**config.mk**
```make
export PLATFORM = sky130hd
export DESIGN_NAME = boot_mem_arbiter
export DESIGN_NICKNAME = d
export VERILOG_FILES = /design/src/rtl/boot_mem_arbiter.sv
export SDC_FILE = /design/constraint.sdc
export NUM_CORES = 1
export LEC_CHECK = 0
export CAP_MARGIN = 40
export CORE_MARGIN = 5
export CORE_UTILIZATION = 25
export CTS_CLUSTER_SIZE = 12
export DETAILED_ROUTE_END_ITERATION = 7
export SLEW_MARGIN = 20
export SYNTH_ARGS = -nofsm -noshare
export SYNTH_HDL_FRONTEND = slang
export SYNTH_SLANG_ARGS = --single-unit
```
**constraint.sdc**
```tcl
create_clock -name clk -period 2.8 [get_ports clk]
set_clock_uncertainty 0.15 [all_clocks]
set_input_delay 0.56 -clock clk [delete_from_list [all_inputs] [get_ports clk]]
set_output_delay 0.56 -clock clk [all_outputs]
set_load 0.02 [all_outputs]
```
**src/rtl/boot_mem_arbiter.sv**
```systemverilog
// boot_mem_arbiter: shares the data-memory write port between the external loader
// and the RV32I core, and holds the core in reset until loading finishes.
module boot_mem_arbiter #(
    parameter int unsigned ADDR_W       = 32,
    parameter int unsigned DATA_W       = 32,
    parameter int unsigned CNT_W        = 16,
    parameter int unsigned RESET_HOLD   = 4,
    parameter int unsigned BOOT_TIMEOUT = 64
) (
    input  logic              clk,
    input  logic              reset,
    input  logic              Ext_Req,
    input  logic              Ext_MemWrite,
    input  logic [ADDR_W-1:0] Ext_DataAdr,
    input  logic [DATA_W-1:0] Ext_WriteData,
    input  logic              Ext_Done,
    output logic              Ext_Gnt,
    input  logic              Cpu_MemWrite,
    input  logic [ADDR_W-1:0] Cpu_DataAdr,
    input  logic [DATA_W-1:0] Cpu_WriteData,
    output logic              Mem_MemWrite,
    output logic [ADDR_W-1:0] Mem_DataAdr,
    output logic [DATA_W-1:0] Mem_WriteData,
    output logic              Cpu_Reset,
    output logic [CNT_W-1:0]  Load_Count,
    output logic [1:0]        State
);

    typedef enum logic [1:0] {
        StIdle    = 2'd0,
        StLoad    = 2'd1,
        StRelease = 2'd2,
        StRun     = 2'd3
    } state_e;

    state_e           state_q;
    logic [31:0]      idle_q;
    logic [31:0]      hold_q;
    logic [CNT_W-1:0] load_q;

    // FSM plus idle, hold and loaded-word counters.
    always_ff @(posedge clk) begin
        if (reset) begin
            state_q <= StIdle;
            idle_q  <= '0;
            hold_q  <= '0;
            load_q  <= '0;
        end else begin
            unique case (state_q)
                StIdle: begin
                    if (Ext_Req) begin
                        state_q <= StLoad;
                        idle_q  <= '0;
                        load_q  <= '0;
                    end else if ((BOOT_TIMEOUT != 0) && (idle_q == BOOT_TIMEOUT - 1)) begin
                        // No loader showed up: boot whatever is in memory.
                        state_q <= StRelease;
                        idle_q  <= '0;
                    end else begin
                        idle_q <= idle_q + 32'd1;
                    end
                end
                StLoad: begin
                    // The write in the Done cycle still counts.
                    if (Ext_MemWrite && (load_q != '1)) begin
                        load_q <= load_q + 1'b1;
                    end
                    if (Ext_Done) begin
                        state_q <= StRelease;
                    end
                end
                StRelease: begin
                    if (hold_q == RESET_HOLD - 1) begin
                        state_q <= StRun;
                        hold_q  <= '0;
                    end else begin
                        hold_q <= hold_q + 32'd1;
                    end
                end
                StRun: begin
                    if (Ext_Req) begin
                        state_q <= StLoad;
                        load_q  <= '0;
                    end
                end
                default: state_q <= StIdle;
            endcase
        end
    end

    // Output decode and zero-latency write-port mux from the registered state.
    always_comb begin
        Ext_Gnt       = (state_q == StLoad);
        Cpu_Reset     = (state_q != StRun);
        Load_Count    = load_q;
        State         = state_q;
        Mem_MemWrite  = 1'b0;
        Mem_DataAdr   = '0;
        Mem_WriteData = '0;
        if (state_q == StLoad) begin
            Mem_MemWrite  = Ext_MemWrite;
            Mem_DataAdr   = Ext_DataAdr;
            Mem_WriteData = Ext_WriteData;
        end else if (state_q == StRun) begin
            Mem_MemWrite  = Cpu_MemWrite;
            Mem_DataAdr   = Cpu_DataAdr;
            Mem_WriteData = Cpu_WriteData;
        end
    end

endmodule
```
After elaboration in Yosys (flattened, before gate mapping)
Index checks and enable logic that the tools add are counted.
Widths: inputs -> output; s select.

operators by class
  add/sub/neg operators = 3
  equality and inequality tests = 13
  muxes and demuxes = 18
  reduce and logical (&&, ||, !) cells = 6

operators by type and width
  cell                   number
  $mux 32                7
  $add 32x1->32 const B  2
  $eq 32x2->1 const B    1
  $eq 32x6->1 const B    1
  $mux 16                2
  $pmux 16 s2            1
  $add 16x1->16 const B  1
  $ne 16x16->1 const B   1
  $mux 2                 5
  $ne 2x2->1 const B     4
  $pmux 2 s4             1
  $eq 2x2->1 const B     2
  $ne 2x1->1 const B     2
  $reduce_and 4->1       1
  $ne 3x3->1 const B     1
  $reduce_and 3->1       1
  $eq 2x1->1 const B     1
  $logic_not 2->1        1
  $mux 1                 2
  $reduce_bool 2->1      1
  $reduce_or 2->1        1
  $logic_and 1x1->1      1

storage, ports and cells
  register bits after elaboration = 82
  bits of input ports = 134
  output and inout port bits = 85
  logic and storage cells = 44

Longest topological paths before layout
Gate-level depths: netlist of the first run.

  word-level depth = 4
  mapped depth = 9
  mapped depth without buffers = 7

Least setup slack after synthesis of the first run
No wires, ideal clock.

  path kind = flip-flop to output port
  start point = register state_q[1] (netlist: State[1])
  end point = output Mem_DataAdr[0]
  arrival = 1965 ps
  data required time = 2090 ps
  path slack = 125 ps
  stages on the path, launching flop included = 7
  path buffers = 2
  cells stage by stage = dfxtp_1 -> inv_1 -> ha_1 -> clkbuf_1 -> nor2_1 -> clkbuf_1 -> a22o_1

on the way
  elaborated cells between the ends (all ways) = 4
  classes of those cells = eq/ne (2); mux (2)

RTL lines
  element                   RTL line  text
  start: declaration        36        state_e state_q;
  start signal: assignment  44        state_q <= StIdle;
  start signal: assignment  52        state_q <= StLoad;
  start signal: assignment  57        state_q <= StRelease;
  $eq 2x1->1                --
  via Ext_Gnt               17        output logic Ext_Gnt,
  $mux 32                   100       if (state_q == StLoad) begin
  end: declaration          22        output logic [ADDR_W-1:0] Mem_DataAdr,

The timed path passes the listed nets, and every way through them passes these cells.

Worst setup path after layout of the first run
  start point = register state_q[0] (netlist: State[0])
  end point = output Mem_WriteData[22]

on the way
  longest elaborated chain between the ends = 3
  elaborated cells between the ends (all ways) = 4
  classes of those cells = eq/ne (2); mux (2)

RTL lines
  element           RTL line  text
  $eq 2x2->1        104       end else if (state_q == StRun) begin
  $mux 32           104
  $mux 32 *         100
  end: declaration  23        output logic [DATA_W-1:0] Mem_WriteData,

Mark *: on every way between the ends. The rest lies on a longest branch, timed or not.

==> flow_metrics.py, run 1 <==
metrics = {
    "logic_synthesis": {
        "synth_nets": 790,
        "synth_cells": 649,
        "ys_seq_area_frac": 0.320,
        "synthArstFlopShare": 0,
        "syn-cell-area_mm2": 0.00514,
        "ys_types": 64,
        "synth-warning-count": 0,
        "avgSynthCellArea_um2": 7.92,
        "ys_ff_latch": 82,
        "synth_flop_cell": "dfxtp_1",
        "synth-edff-count": 0,
    },
    "power": {
        "vdd_drop_max_mv": 0.430,
        "p_per_area_mw_per_mm2": 684,
        "p_leak_nw": 3.03,
        "total_power_mw": 5.56,
    },
    "floorplan": {
        "core_mm2": 0.0202,
        "die_h_um": 153,
        "die-area_mm2": 0.0235,
        "start_util": 0.254,
        "ios": 219,
        "dieWidth_um": 153,
        "rows": 52,
    },
    "timing": {
        "fmax_mhz": 368,
        "worst_pin_slew_ns": 0.749,
        "final.min_clock_period_ns": 2.72,
        "hold_viol": 0,
        "timing.slew.headroom": 0.497,
        "post-route-period-util": 0.970,
        "grt_setup_unrepaired": "false",
        "hold-worst-slack_ns": 0.336,
        "setup_viol": 0,
        "finalMaxSlewViolations": 0,
    },
    "setup_path": {
        "crit_path_max_incr_delay_ns": 0.44,
        "cp-end-kind": "primary output",
        "r2r_cells": 8,
        "r2r_slack_ns": 0.33,
        "cpMaxStageDelayCell": "dlygate4sd2_1",
        "cp_cell_sequence": "ha_1 -> inv_1 -> nor2_4 -> buf_4 -> a22o_1 -> dlygate4sd2_1",
        "required_ns": 2.09,
        "startpoint_type": "register",
        "critPathKind": "reg2out",
        "worst-path-stages": 6,
        "cp_num_buf_inv": 3,
        "worst-path-max-fanout": 13,
        "crit_family": "buffers and inverters",
        "cp.arrival_ns": 2.01,
    },
    "detailed_routing": {
        "vias_per_cell": 5.11,
        "drt-total-wl_um": 21300,
        "via_count": 5887,
        "drc": 0,
        "drt_iter0_drc": 349,
        "firstDrtPassIters": 5,
        "final_antenna_net_count": 0,
        "wire_per_inst_um": 18.4,
    },
    "cts": {
        "clk_latency_ns": 0.35,
        "path_clk_slew_ns": 0.06,
        "clk_path_buf_depth": 2,
        "clock_sinks": 82,
        "cts_tree": "built",
        "cts_buffers": 9,
        "cts_root_buf": "clkbuf_16",
        "cts_max_level": 3,
        "cts_hold_buf": 0,
    },
    "layout": {
        "final_cell_mix": "clkdlybuf4s50_1 (152), dfxtp_1 (81), a22o_1 (64)",
        "mostFrequentLayoutCell": "clkdlybuf4s50_1",
        "area_growth_pct": 58.2,
        "drive_gt1_frac": 0.119,
        "antennaDiodeCount": 0,
        "final_nets": 1019,
    },
    "placed_design": {
        "hpwl_um": 16500,
        "place.gp.congestion": 0.852,
        "portBuffers": 218,
    },
    "grt": {
        "grt_pass1_wl_um": 32400,
        "grt_antenna_before_repair": 0,
        "grt_max_degree": 36,
        "grtUsageTotal": 0.174,
        "grt_pass1_vias": 5638,
        "overflow": 0,
    },
    "run_status": {
        "status": "finished clean",
    },
    "hold_path": {
        "hold_depth": 1,
        "hold_path.class": "reg2reg",
    },
    "job": {
        "cap_viol_max_count": 0,
    },
}
==> per-stage QoR <==
step	util	setup slack (ns)	cell area, um^2	setup TNS (ns)	std cells
after floorplan	-	0.125	5140	0	649
after global placement	0.385	-0.0501	7790	-0.0501	1131
after detailed placement	0.386	-0.0664	7810	-0.0664	1133
after CTS	0.402	-0.130	8140	-0.367	1151
after global routing	0.402	0.000232	8130	0	1153
final	0.402	0.0850	8130	0	1153
==> worst paths after layout <==
check / start / to
setup / recovery: State[0] / Mem_WriteData[22]
hold / removal: idle_q[31] / idle_q[31]
setup reg to reg: State[0] / hold_q[31]
hold reg to reg: idle_q[31] / idle_q[31]
==> flip-flops by register name (all words and copies together), names as in the netlist <==
register	flops
hold_q	32
State	2
Load_Count	16
idle_q	32
==> Yosys cell counts (9+ instances only) <==
master     n  share of area
dfxtp_1   82           0.32
a22o_1    64           0.11
nor2_1    55          0.040
nand2_1   44          0.032
a21oi_1   36          0.035
inv_1     34          0.025
nand3_1   33          0.032
clkbuf_1  29          0.021
o21ai_0   25          0.024
nand4_1   23          0.028
nor4_1    20          0.024
or3_1     20          0.024
a31oi_1   18          0.022
nor3_1    14          0.014
xnor2_1   14          0.024
and4_1     9          0.015
o211ai_1   9          0.013
o21ai_1    9         0.0088
==> layer usage <==
| layer | GRT usage | part of all wire | vias to the layer above | routed length, um |
|---|---|---|---|---|
| met5 | 0 | 0 | - | 0 |
| met2 | 0.298 | 0.48 | 204 | 10300 |
| met4 | 0.0690 | 0.039 | 0 | 831 |
| met1 | 0.199 | 0.40 | 2720 | 8490 |
| met3 | 0.0588 | 0.077 | 34 | 1640 |
| li1 | - | - | 2929 | - |
==> logic make-up after synthesis <==
| logic type | synth area share |
|---|---|
| AOI/OAI and AO/OA | 0.279 |
| xor gates and xnor gates | 0.0375 |
| adders and majority gates | 0.0170 |
| buffers and inverters | 0.0560 |
| DFF | 0.320 |
| muxes | 0.00438 |
| and+or+nand+nor | 0.287 |
==> worst reg2reg max path: stages, from the launching register on <==
cell     delay (ns)
dfxtp_1        0.35
buf_4          0.17
inv_1          0.08
ha_1           0.34
inv_1          0.22
o31ai_4        0.54
buf_6          0.23
nor2_1         0.05
mux2_2         0.25
==> power by group <==
| part | total (mW) | internal, mW | switching (mW) |
|---|---|---|---|
| Combinational | 2.99 | 1.24 | 1.75 |
| Clock | 1.27 | 0.767 | 0.506 |
| Sequential | 1.30 | 1.23 | 0.0702 |
==> timing repair <==
action                     CTS  global route
pin swaps                    0             1
cloned                       2             0
buffers inserted             0             1
setup endpoints to repair   62            40
resized for setup           86            36
==> layout make-up <==
class	instances	area, um^2
Clock buffer	13	270
Clock inverter	3	46.3
Fill cell	2079	12100
Inverter	34	128
Multi-Input combinational cell	495	3240
Sequential cell	82	1640
Tap cell	270	338
Timing Repair Buffer	256	2460
No activity file was read; power rests on OpenSTA's default activity.
==> run 2, diff against run 1 <==
CELL_PAD_IN_SITES_DETAIL_PLACEMENT = 1   (was default)
CELL_PAD_IN_SITES_GLOBAL_PLACEMENT = 2   (was default)
DONT_BUFFER_PORTS = 1   (was default)
PLACE_DENSITY_LB_ADDON = 0.1   (was default)
==> flow_metrics.py, run 2 (synthesis gave the netlist of run 1 again) <==
metrics = {
    "run_status": {
        "status": "finished clean",
    },
    "floorplan": {
        "ios": 219,
        "rows": 52,
        "die_h_um": 153,
        "die-area_mm2": 0.0235,
        "start_util": 0.254,
        "core_mm2": 0.0202,
        "dieWidth_um": 153,
    },
    "placed_design": {
        "portBuffers": 0,
        "place.gp.congestion": 0.769,
        "pre_cts_slack_ns": 0.319,
        "hpwl_um": 15700,
    },
    "grt": {
        "grtUsageTotal": 0.167,
        "grt_pass1_vias": 5420,
        "grt_max_degree": 65,
        "overflow": 0,
        "grt_pass1_wl_um": 31700,
        "grt_antenna_before_repair": 1,
    },
    "timing": {
        "hold_viol": 0,
        "finalMaxSlewViolations": 0,
        "post-route-period-util": 0.958,
        "setup-tns-final_ns": 0,
        "worst_pin_slew_ns": 0.893,
        "final.min_clock_period_ns": 2.68,
        "grt_setup_unrepaired": "false",
        "fin_ws_ns": 0.117,
        "setup_viol": 0,
        "fmax_mhz": 373,
        "timing.slew.headroom": 0.405,
    },
    "setup_path": {
        "required_ns": 2.09,
        "critPathKind": "reg2out",
        "cp.arrival_ns": 1.97,
        "cp-end-kind": "primary output",
        "startpoint_type": "register",
        "worst-path-max-fanout": 64,
        "r2r_cells": 7,
    },
    "detailed_routing": {
        "drt_iter0_drc": 264,
        "wire_per_inst_um": 21.9,
        "firstDrtPassIters": 4,
        "final_antenna_net_count": 0,
        "wl_met1_um": 8650,
        "vias_per_cell": 5.59,
        "wl_met3_um": 1590,
        "drt-total-wl_um": 20500,
        "via_count": 5233,
        "route.met2.wl_um": 9950,
        "drc": 0,
        "highest_layer": "met4",
    },
    "power": {
        "p_per_area_mw_per_mm2": 793,
        "total_power_mw": 4.73,
        "vdd_drop_max_mv": 0.582,
        "p_leak_nw": 1.98,
    },
    "cts": {
        "clock_sinks": 82,
        "cts_hold_buf": 0,
        "cts_max_level": 3,
        "clk_latency_ns": 0.35,
        "cts_buffers": 9,
        "cts_tree": "built",
        "clk_path_buf_depth": 2,
        "path_clk_slew_ns": 0.07,
        "cts_root_buf": "clkbuf_16",
    },
    "layout": {
        "multi_input_area_mm2": 0.00324,
        "fill_cells": 2410,
        "mostFrequentLayoutCell": "dfxtp_1",
        "area_growth_pct": 16.1,
        "final_cell_mix": "dfxtp_1 (81), nor2_1 (54), a22o_1 (54)",
        "regArea_mm2": 0.00164,
        "drive_gt1_frac": 0.125,
        "final_nets": 799,
    },
    "hold_path": {
        "hold_depth": 1,
        "hold_path.class": "in2reg",
    },
    "job": {
        "cap_viol_max_count": 0,
    },
}
run 2: repair_timing:
action | CTS | global route
gates resized for setup | 2 | 9
setup endpoints to repair | 60 | 9
setup buffers | 0 | 0
cloned | 0 | 0
run 2: stage by stage:
| stage | hold slack [ns] | utilization | cells | cell area, um^2 |
|---|---|---|---|---|
| global placement | 0.310 | 0.279 | 917 | 5650 |
| global route | 0.105 | 0.295 | 936 | 5970 |
| floorplan | 0.289 | - | 649 | 5140 |
| detailed placement | 0.325 | 0.279 | 917 | 5650 |
| finish | 0.127 | 0.295 | 936 | 5970 |
| CTS | 0.111 | 0.294 | 933 | 5950 |
run 2: final cells by class:
class / instances / share of cell area
antenna: 3 / 0.00126
clock buffer: 14 / 0.0442
clock inverter: 2 / 0.00587
inverter: 34 / 0.0214
multi-input combinational: 495 / 0.544
sequential: 82 / 0.275
tap: 270 / 0.0566
timing repair buffer: 36 / 0.0516
run 2: power by group:
| part | switching (mW) | total (mW) | internal (mW) |
|---|---|---|---|
| clock network | 0.506 | 1.25 | 0.741 |
| logic | 1.52 | 2.20 | 0.682 |
| registers | 0.0623 | 1.29 | 1.23 |
run 2: final timing paths:
kind	startpoint	end	slack, ns
worst max register to register	State[0]	Load_Count[13]	0.40
worst max-delay path	State[1]	Mem_DataAdr[21]	0.12
worst min-delay path	reset	State[1]	0.13
worst min register to register	idle_q[31]	idle_q[31]	0.33
run 2: critical path: stages (launching register included):
cell and delay (ns):
dfxtp_2 0.43, ha_1 0.25, inv_1 0.18, nor2_4 0.16, buf_12 0.25, a22o_1 0.32
run 2: metal layers:
| layer | global-route usage | vias to the layer above |
|---|---|---|
| li1 | - | 2481 |
| met1 | 0.202 | 2552 |
| met2 | 0.280 | 177 |
| met3 | 0.0630 | 23 |
| met4 | 0.0429 | 0 |
| met5 | 0 | - |
